<file path="src/rtl/calendar_pkg.sv">
// calendar_pkg: shared types, limits and helpers for the calendar date path.
//   cal_state_t    : set-mode FSM state encoding
//   DAY/MON/YEAR_W : field widths of the day, month and year counters
//   *_MAX          : largest legal value of each field
//   days_in_month  : month length for a 1..12 month; leap selects 29-day February
package calendar_pkg;

    typedef enum logic [1:0] {
        ST_RUN      = 2'd0,
        ST_SET_DAY  = 2'd1,
        ST_SET_MON  = 2'd2,
        ST_SET_YEAR = 2'd3
    } cal_state_t;

    localparam int DAY_W  = 5;
    localparam int MON_W  = 5;
    localparam int YEAR_W = 7;

    localparam int DAY_MAX  = 31;
    localparam int MON_MAX  = 12;
    localparam int YEAR_MAX = 99;

    // Out-of-range months fall into the 31-day default so a stray value can
    // never produce a zero-length month.
    function automatic logic [DAY_W-1:0] days_in_month(input logic [MON_W-1:0] mon,
                                                       input logic             leap);
        logic [DAY_W-1:0] d;
        case (mon)
            5'd2:                    d = leap ? 5'd29 : 5'd28;
            5'd4, 5'd6, 5'd9, 5'd11: d = 5'd30;
            default:                 d = 5'd31;
        endcase
        return d;
    endfunction

endpackage

</file>
<file path="src/rtl/calendar_ctrl_month_days.sv">
// month_days: combinational days-in-month lookup.
//   mon  in  5 : month 1..12
//   leap in  1 : year is a leap year (year[1:0]==0 within 2000..2099)
//   dim  out 5 : number of days in that month
module month_days
    import calendar_pkg::*;
(
    input  logic [MON_W-1:0] mon,
    input  logic             leap,
    output logic [DAY_W-1:0] dim
);

    assign dim = days_in_month(mon, leap);

endmodule

</file>
<file path="src/rtl/calendar_ctrl.sv">
// calendar_ctrl: date sequencer with a button-driven set mode.
//   clk, rst_n          : clock, asynchronous active-low reset
//   day_tick            : midnight pulse, advances the date in RUN only
//   btn_mode            : steps RUN -> SET_DAY -> SET_MON -> SET_YEAR -> RUN
//   btn_inc             : increments the field being edited (ignored in RUN)
//   blink_tick          : toggles the blink phase
//   cnt_day/mon/year    : registered date fields (1..31, 1..12, 0..99)
//   set_mode            : high in any SET state
//   blank_day/mon/year  : blank the field currently being edited (blink)
//   dbg_state           : current FSM state for observation
// All inputs are single-cycle pulses; each pulse sampled high on a clk edge
// produces exactly one action, visible on the outputs after that same edge.
module calendar_ctrl
    import calendar_pkg::*;
#(
    parameter int DAY_RST  = 1,
    parameter int MON_RST  = 1,
    parameter int YEAR_RST = 24
) (
    input  logic              clk,
    input  logic              rst_n,
    input  logic              day_tick,
    input  logic              btn_mode,
    input  logic              btn_inc,
    input  logic              blink_tick,
    output logic [DAY_W-1:0]  cnt_day,
    output logic [MON_W-1:0]  cnt_mon,
    output logic [YEAR_W-1:0] cnt_year,
    output logic              set_mode,
    output logic              blank_day,
    output logic              blank_mon,
    output logic              blank_year,
    output cal_state_t        dbg_state
);

    if (DAY_RST < 1 || DAY_RST > DAY_MAX) begin : g_bad_day_rst
        $error("calendar_ctrl: DAY_RST out of range");
    end
    if (MON_RST < 1 || MON_RST > MON_MAX) begin : g_bad_mon_rst
        $error("calendar_ctrl: MON_RST out of range");
    end
    if (YEAR_RST < 0 || YEAR_RST > YEAR_MAX) begin : g_bad_year_rst
        $error("calendar_ctrl: YEAR_RST out of range");
    end

    localparam logic [MON_W-1:0]  MON_LIM  = MON_W'(MON_MAX);
    localparam logic [YEAR_W-1:0] YEAR_LIM = YEAR_W'(YEAR_MAX);

    cal_state_t        state_q, state_n;
    logic              phase_q, phase_n;
    logic [DAY_W-1:0]  day_n;
    logic [MON_W-1:0]  mon_n, mon_edit;
    logic [YEAR_W-1:0] year_n, year_edit;
    logic [DAY_W-1:0]  dim_cur, dim_new;
    logic              tick_acc, inc_acc;

    // Mode beats inc; ticks only count while running.
    assign tick_acc = day_tick && (state_q == ST_RUN);
    assign inc_acc  = btn_inc && !btn_mode && (state_q != ST_RUN);

    // Candidate month/year after an edit, used to clamp the day in the same update.
    assign mon_edit  = (state_q == ST_SET_MON)  ? ((cnt_mon >= MON_LIM) ? 5'd1 : cnt_mon + 5'd1)
                                                : cnt_mon;
    assign year_edit = (state_q == ST_SET_YEAR) ? ((cnt_year >= YEAR_LIM) ? 7'd0 : cnt_year + 7'd1)
                                                : cnt_year;

    month_days u_dim_cur (.mon(cnt_mon),  .leap(cnt_year[1:0] == 2'd0),  .dim(dim_cur));
    month_days u_dim_new (.mon(mon_edit), .leap(year_edit[1:0] == 2'd0), .dim(dim_new));

    always_comb begin
        state_n = state_q;
        day_n   = cnt_day;
        mon_n   = cnt_mon;
        year_n  = cnt_year;
        phase_n = phase_q;

        if (btn_mode) begin
            case (state_q)
                ST_RUN:      state_n = ST_SET_DAY;
                ST_SET_DAY:  state_n = ST_SET_MON;
                ST_SET_MON:  state_n = ST_SET_YEAR;
                default:     state_n = ST_RUN;
            endcase
        end

        if (tick_acc) begin
            if (cnt_day >= dim_cur) begin
                day_n = 5'd1;
                if (cnt_mon >= MON_LIM) begin
                    mon_n  = 5'd1;
                    year_n = (cnt_year >= YEAR_LIM) ? 7'd0 : cnt_year + 7'd1;
                end else begin
                    mon_n = cnt_mon + 5'd1;
                end
            end else begin
                day_n = cnt_day + 5'd1;
            end
        end

        if (inc_acc) begin
            if (state_q == ST_SET_DAY) begin
                day_n = (cnt_day >= dim_cur) ? 5'd1 : cnt_day + 5'd1;
            end else begin
                mon_n  = mon_edit;
                year_n = year_edit;
                if (cnt_day > dim_new) day_n = dim_new;
            end
        end

        // Clearing the phase keeps a freshly entered or edited field visible.
        if (state_n != state_q || inc_acc) begin
            phase_n = 1'b0;
        end else if (blink_tick) begin
            phase_n = ~phase_q;
        end
    end

    always_ff @(posedge clk or negedge rst_n) begin
        if (!rst_n) begin
            state_q    <= ST_RUN;
            phase_q    <= 1'b0;
            cnt_day    <= DAY_W'(DAY_RST);
            cnt_mon    <= MON_W'(MON_RST);
            cnt_year   <= YEAR_W'(YEAR_RST);
            set_mode   <= 1'b0;
            blank_day  <= 1'b0;
            blank_mon  <= 1'b0;
            blank_year <= 1'b0;
        end else begin
            state_q    <= state_n;
            phase_q    <= phase_n;
            cnt_day    <= day_n;
            cnt_mon    <= mon_n;
            cnt_year   <= year_n;
            set_mode   <= (state_n != ST_RUN);
            blank_day  <= (state_n == ST_SET_DAY)  && phase_n;
            blank_mon  <= (state_n == ST_SET_MON)  && phase_n;
            blank_year <= (state_n == ST_SET_YEAR) && phase_n;
        end
    end

    assign dbg_state = state_q;

endmodule

</file>
<file path="config.mk">
export PLATFORM = sky130hd
export DESIGN_NAME = calendar_ctrl
export DESIGN_NICKNAME = d
export VERILOG_FILES = /design/src/rtl/calendar_pkg.sv /design/src/rtl/calendar_ctrl_month_days.sv /design/src/rtl/calendar_ctrl.sv
export SDC_FILE = /design/constraint.sdc
export NUM_CORES = 1
export LEC_CHECK = 0
export BUFFER_PORTS_ARGS = -buffer_cell sky130_fd_sc_hd__buf_4
export CAP_MARGIN = 40
export CORE_MARGIN = 4
export CORE_UTILIZATION = 55
export CTS_CLUSTER_DIAMETER = 30
export DETAILED_ROUTE_END_ITERATION = 16
export PLACE_DENSITY_LB_ADDON = 0.05
export SYNTH_ARGS = -nofsm -noshare
export SYNTH_HDL_FRONTEND = slang
export SYNTH_SLANG_ARGS = --single-unit
</file>
<file path="constraint.sdc">
create_clock -name clk -period 4.6 [get_ports clk]
set_clock_uncertainty 0.1 [all_clocks]
set_input_delay 0.46 -clock clk [delete_from_list [all_inputs] [get_ports clk]]
set_output_delay 0.46 -clock clk [all_outputs]
set_load 0.02 [all_outputs]
</file>
==> results.py, run 1 <==
metrics = {
    "outcome": {
        "outcome": "finished clean",
    },
    "detailed_routing": {
        "wl_per_cell_um": 14.6,
        "ant_nets": 0,
        "drc": 0,
        "vias": 1579,
        "drt_wl_total_um": 3950,
        "detail_route.first_pass.iterations": 4,
        "via_per_inst": 5.85,
        "dr.first_iter.drc_count": 94,
    },
    "setup_path": {
        "r2r_end": "cnt_day[2]",
        "arrival_ns": 3.58,
        "path_class": "reg -> reg",
        "reg2reg_setup_slack_ns": 1.15,
        "ff2ff_path_depth": 12,
        "endpoint_kind": "flip-flop",
        "crit_path_start_kind": "flip-flop",
        "path_max_fanout": 11,
        "required_ns": 4.73,
        "rr_startpoint": "dbg_state[0]",
    },
    "logic_synthesis": {
        "ys_ff_latch": 24,
        "ys_seq_area_share_pct": 34.1,
        "yosys.area_share.adder_pct": 10.6,
        "synth_cell_types": 56,
        "yosys.area_share.simple_pct": 24.1,
        "syn-num-nets": 220,
        "synth_flop_cell": "dfrtp_1",
        "synth.cell_area_mm2": 0.00178,
        "synth_top_family_by_area": "simple AND/OR/NAND/NOR gates",
        "synthMuxAreaShare_pct": 0.634,
        "netlist_instances": 199,
        "synth_xor_area_share_pct": 0.986,
        "yosys-top-cells-area": "dfrtp_1 (28%), ha_1 (11%), dfstp_2 (5.9%)",
        "synthArstFlopShare_pct": 100,
        "synth_edf_count": 0,
        "yosys_warnings": 0,
        "synth_top_area_share_pct": 28.2,
        "synth-compound-area-share_pct": 22.9,
        "syn_area_per_cell_um2": 8.93,
        "yosys.area.top_type": "dfrtp_1",
    },
    "floorplan": {
        "chipHeight_um": 64.8,
        "initial_utilization_pct": 57.7,
        "io_pins": 29,
        "die_w_um": 64.8,
        "dieArea_mm2": 0.00420,
        "core_area_mm2": 0.00308,
        "rows": 20,
    },
    "timing": {
        "tightest_slew_ns": 0.666,
        "setup-tns-final_ns": 0,
        "fmax_mhz": 290,
        "fin_crit_sh_pct": 74.9,
        "finalSetupViolCount": 0,
        "layout_min_cycle_time_ns": 3.45,
        "slew_viol_final": 0,
        "final_hold_viol_count": 0,
        "grt_setup_unrepaired": "no",
        "slew_headroom_pct": 55.1,
        "setup_ws_ns": 1.15,
    },
    "placed_design": {
        "placed_cells": 265,
        "portBuffers": 28,
        "hpwl_um": 3080,
        "place_worst_setup_slack_ns": 1.22,
        "gp_congestion": 0.843,
    },
    "cts": {
        "cts_num_sinks": 24,
        "htreeDepth": 1,
        "ctsResizeCount": 0,
        "clk_latency_ns": 0.31,
        "clk_path_buf_depth": 2,
        "cts_setup_buffers": 0,
        "numCtsBuffers": 3,
        "cts-root-buf": "clkbuf_4",
        "cts_hold_buffers": 1,
        "clk_pin_slew_ns": 0.13,
        "cts_tree": "built",
    },
    "global_routing": {
        "antenna_found_initial": 0,
        "grt_max_degree": 25,
        "grt_pass1_vias": 1519,
        "grtUsageTotal_pct": 20.6,
        "grt_pass1_wl_um": 6920,
        "grt-ovfl-total": 0,
    },
    "power_and_ir_drop": {
        "ir_drop_mv": 0.435,
        "p_int_mw": 0.708,
        "p_sw_share_pct": 49.8,
        "p_comb_share_pct": 61.7,
        "p_per_area_mw_per_mm2": 690,
        "netSwitchingPower_mw": 0.704,
        "leakagePower_nw": 0.932,
        "power_frac_clock_pct": 7.9,
        "pwr-share-seq_pct": 30.4,
    },
    "cells_and_area": {
        "drive_gt1_share_pct": 23.0,
        "final_common_cell": "buf_4",
        "nets": 248,
        "final_cell_mix": "buf_4 (28), inv_1 (21), dfrtp_1 (20)",
        "antenna_cells": 0,
        "instances_no_fill": 270,
        "syn2layout_area_growth_pct": 15.2,
    },
    "worst_hold_path": {
        "hold_end": "phase_q",
        "min_path_cells": 2,
        "min-delay-start": "btn_mode",
        "holdCritPathClass": "in -> reg",
    },
    "job": {
        "drv_cap": 0,
    },
}
-- worst max-delay path, stage by stage (launching register included) --
cell	delay (ns)
dfrtp_1	0.47
inv_1	0.14
ha_1	0.36
nor4bb_1	0.32
nor3_2	0.11
nor4b_2	0.19
a211o_1	0.34
nor2_1	0.11
ha_1	0.23
a221o_1	0.38
a21oi_1	0.26
o22ai_1	0.14
a21oi_1	0.22
-- worst max-delay path by stage --
stage | from | endpoint | slack (ns) | depth (start not counted)
floorplan | cnt_mon[0] | cnt_day[1] | 1.23 | 13
global placement | cnt_mon[0] | cnt_day[1] | 1.34 | 12
detailed placement | dbg_state[0] | cnt_day[2] | 1.22 | 12
CTS | dbg_state[0] | cnt_day[2] | 1.19 | 12
global route | dbg_state[0] | cnt_day[0] | 0.89 | 13
finish | dbg_state[0] | cnt_day[2] | 1.15 | 12
-- power groups by stage --
stage                     Combinational (mW)  Sequential (mW)  Clock (mW)
final                                  0.871            0.429       0.112
after global routing                   0.977            0.447       0.127
after CTS                              0.872            0.427       0.118
after detailed placement               0.869            0.432           0
after global placement                 0.837            0.425           0
after floorplan                        0.572            0.476           0
-- per-layer routing --
metal  global-route usage, %  part of all wire, %  vias to the layer above
li1                        -                    -                      783
met1                    27.0                   47                      760
met2                    36.0                   49                       34
met3                    3.12                  3.3                        2
met4                    3.96                 0.38                        0
met5                       0                    0                        -
-- cell usage after synthesis, types with 2 or more instances --
cell type  count
nor4b_2        3
and3_1         4
nor3b_1        2
nand2_1       16
o21ai_0       12
inv_1         21
clkbuf_1       2
o22ai_1        3
buf_4          3
nand3b_1       2
or4_1          2
ha_1          15
nand2b_1       5
o211ai_2       2
dfstp_2        4
a21oi_1       16
nand3_1       12
a22oi_1        2
dfrtp_1       20
o31ai_1        2
nor4b_1        2
nor2_1        12
o31ai_2        2
or3_1          2
o211ai_1       2
-- state kept, by name, indices dropped and copies added, names as in the netlist, 2 cells and up --
register / flops
cnt_year: 7
cnt_day: 5
cnt_mon: 5
dbg_state: 2
-- cell type report --
cell class,instances,area [um2]
Multi-Input combinational cell,148,1050
Fill cell,262,1030
Sequential cell,24,606
Timing Repair Buffer,29,220
Inverter,21,78.8
Tap cell,44,55.1
Clock buffer,4,36.3
-- cells by family after synthesis --
| logic type | count (synthesis) |
|---|---|
| buf+inv | 27 |
| xor+xnor | 2 |
| simple gates | 73 |
| compound gates | 57 |
| fa+ha+maj | 15 |
| flops | 24 |
| mux | 1 |
-- through the flow --
step	cell area, um2	util (%)	power (mW)	hold WS [ns]
finish	2050	66.5	1.41	0.308
global route	2050	66.5	1.55	0.295
CTS	2050	66.5	1.42	0.290
detailed placement	2000	65.0	1.30	0.277
global placement	2000	65.0	1.26	0.269
floorplan	1780	-	1.05	0.0644
No activity file was read; power rests on OpenSTA's default activity.
==> run 2, diff against run 1 <==
==> constraint.sdc (replaced) <==
create_clock -name clk -period 3.59 [get_ports clk]
set_clock_uncertainty 0.1 [all_clocks]
set_input_delay 0.359 -clock clk [delete_from_list [all_inputs] [get_ports clk]]
set_output_delay 0.359 -clock clk [all_outputs]
set_load 0.02 [all_outputs]
==> run 2 against run 1 <==
Effect of this change: critical path depth did not move; largest cell class unchanged; die area did not move; routed wire length grew 2.4%; sequential cell count stayed put; worst setup slack worse by 0.96 ns.
==> results.py, run 2 (same netlist as run 1, synthesis figures left out) <==
metrics = {
    "timing": {
        "setup_ws_ns": 0.196,
        "slew_viol_final": 0,
        "hold_ws_ns": 0.198,
        "slew_headroom_pct": 55.4,
        "final_hold_viol_count": 0,
        "fin_crit_sh_pct": 94.6,
        "fmax_mhz": 295,
        "tightest_slew_ns": 0.662,
        "finalSetupViolCount": 0,
        "layout_min_cycle_time_ns": 3.39,
    },
    "power_and_ir_drop": {
        "power_frac_clock_pct": 7.8,
        "p_int_mw": 0.933,
        "pwr-share-seq_pct": 29.7,
        "leakagePower_nw": 0.947,
        "p_comb_share_pct": 62.5,
        "netSwitchingPower_mw": 0.926,
        "ir_drop_mv": 0.476,
        "p_sw_share_pct": 49.8,
        "p_per_area_mw_per_mm2": 889,
    },
    "cells_and_area": {
        "antenna_cells": 0,
        "final_common_cell": "buf_4",
        "drive_gt1_share_pct": 25.9,
        "instances_no_fill": 272,
        "utilization_pct": 67.9,
        "largestRegisters": "cnt_year (7), cnt_day (5), cnt_mon (5)",
        "nets": 250,
        "final_cell_mix": "buf_4 (30), inv_1 (21), dfrtp_1 (19)",
        "syn2layout_area_growth_pct": 17.7,
        "regMostFlops": "cnt_year",
        "largest_register_ffs": 7,
        "final_area_mm2": 0.00209,
    },
    "floorplan": {
        "core_area_mm2": 0.00308,
        "rows": 20,
        "die_w_um": 64.8,
        "chipHeight_um": 64.8,
        "io_pins": 29,
        "initial_utilization_pct": 57.7,
        "dieArea_mm2": 0.00420,
    },
    "setup_path": {
        "required_ns": 3.73,
        "arrival_ns": 3.54,
        "path_cells": "inv_1 -> ha_1 -> and3_1 -> a22oi_1 -> nor4b_4 -> a211o_1 -> nor2_1 -> ha_1 -> a221o_1 -> a31oi_1 -> o21ai_0 -> o31ai_2",
        "critPathTopFamily": "compound AO/OA/AOI/OAI gates",
        "cpPeakStageDelay_ns": 0.62,
        "crit_buf_inv": 1,
        "path_class": "reg -> reg",
        "cpMostUsedCell": "ha_1",
        "endpoint_kind": "flip-flop",
        "crit_path_start_kind": "flip-flop",
        "path_max_fanout": 7,
        "crit_path_top_delay_cell": "dfstp_2",
    },
    "global_routing": {
        "grt_max_degree": 25,
        "grt-ovfl-total": 0,
        "grt_pass1_wl_um": 6910,
        "grtUsageTotal_pct": 20.6,
        "grt_pass1_vias": 1522,
        "antenna_found_initial": 0,
    },
    "outcome": {
        "outcome": "finished clean",
    },
    "detailed_routing": {
        "ant_nets": 0,
        "drt_wl_total_um": 4050,
        "via_per_inst": 5.84,
        "detail_route.first_pass.iterations": 4,
        "vias": 1588,
        "drc": 0,
        "wl_per_cell_um": 14.9,
        "dr.first_iter.drc_count": 128,
    },
    "placed_design": {
        "dpl-instance-area_mm2": 0.00200,
        "hpwl_um": 3060,
        "portBuffers": 28,
        "place_worst_setup_slack_ns": 0.218,
        "placed_cells": 265,
        "gp_congestion": 0.843,
    },
    "cts": {
        "clk_pin_slew_ns": 0.14,
        "clk_path_buf_depth": 2,
        "numCtsBuffers": 3,
        "cts-root-buf": "clkbuf_4",
        "cts_num_sinks": 24,
        "htreeDepth": 1,
        "clk_latency_ns": 0.32,
        "cts_tree": "built",
    },
    "worst_hold_path": {
        "holdCritPathClass": "in -> reg",
    },
    "job": {
        "drv_cap": 0,
    },
}
-- run 2: routing by layer --
| metal | track usage, % | vias to the layer above | wire, um |
|---|---|---|---|
| met1 | 26.7 | 759 | 1860 |
| li1 | - | 781 | - |
| met2 | 35.8 | 42 | 1990 |
| met5 | 0 | - | 0 |
| met4 | 5.01 | 0 | 44 |
| met3 | 3.47 | 6 | 158 |
-- run 2: power groups by stage --
stage                     Clock, mW  Combinational (mW)  Sequential [mW]
after detailed placement          0                1.11            0.554
after floorplan                   0               0.733            0.609
after global routing          0.165                1.30            0.575
after global placement            0                1.07            0.544
after CTS                     0.152                1.12            0.548
final                         0.146                1.16            0.551
-- run 2: per-stage QoR --
step                      total power, mW  setup TNS, ns
after detailed placement             1.67              0
after floorplan                      1.34              0
after global routing                 2.04        -0.0266
final                                1.86              0
after global placement               1.62              0
after CTS                            1.82              0
-- run 2: area by class of cell --
type | count | area, um2
clock buffer | 4 | 36.3
fill | 245 | 987
inverter | 21 | 78.8
multi-input combinational | 148 | 1080
sequential | 24 | 607
tap | 44 | 55.1
timing repair buffer | 31 | 235
-- run 2: repair_timing --
item,CTS,global route
hold buffers,1,0
endpoints found under the setup margin,0,4
resized for setup,0,6
endpoints found under the hold margin,20,0
setup buffers,0,2
-- run 2: final timing paths --
kind / from / endpoint / slack [ns] / cells after the start
worst max-delay path: cnt_mon[0] / cnt_day[0] / 0.20 / 12
worst min-delay path: btn_mode / phase_q / 0.20 / 2
worst max register to register: cnt_mon[0] / cnt_day[0] / 0.20 / 12
worst min register to register: cnt_year[4] / cnt_year[4] / 0.43 / 2
max in group asynchronous: rst_n / cnt_year[4] / 2.73 / 2
min in group asynchronous: rst_n / cnt_mon[3] / 0.36 / 2
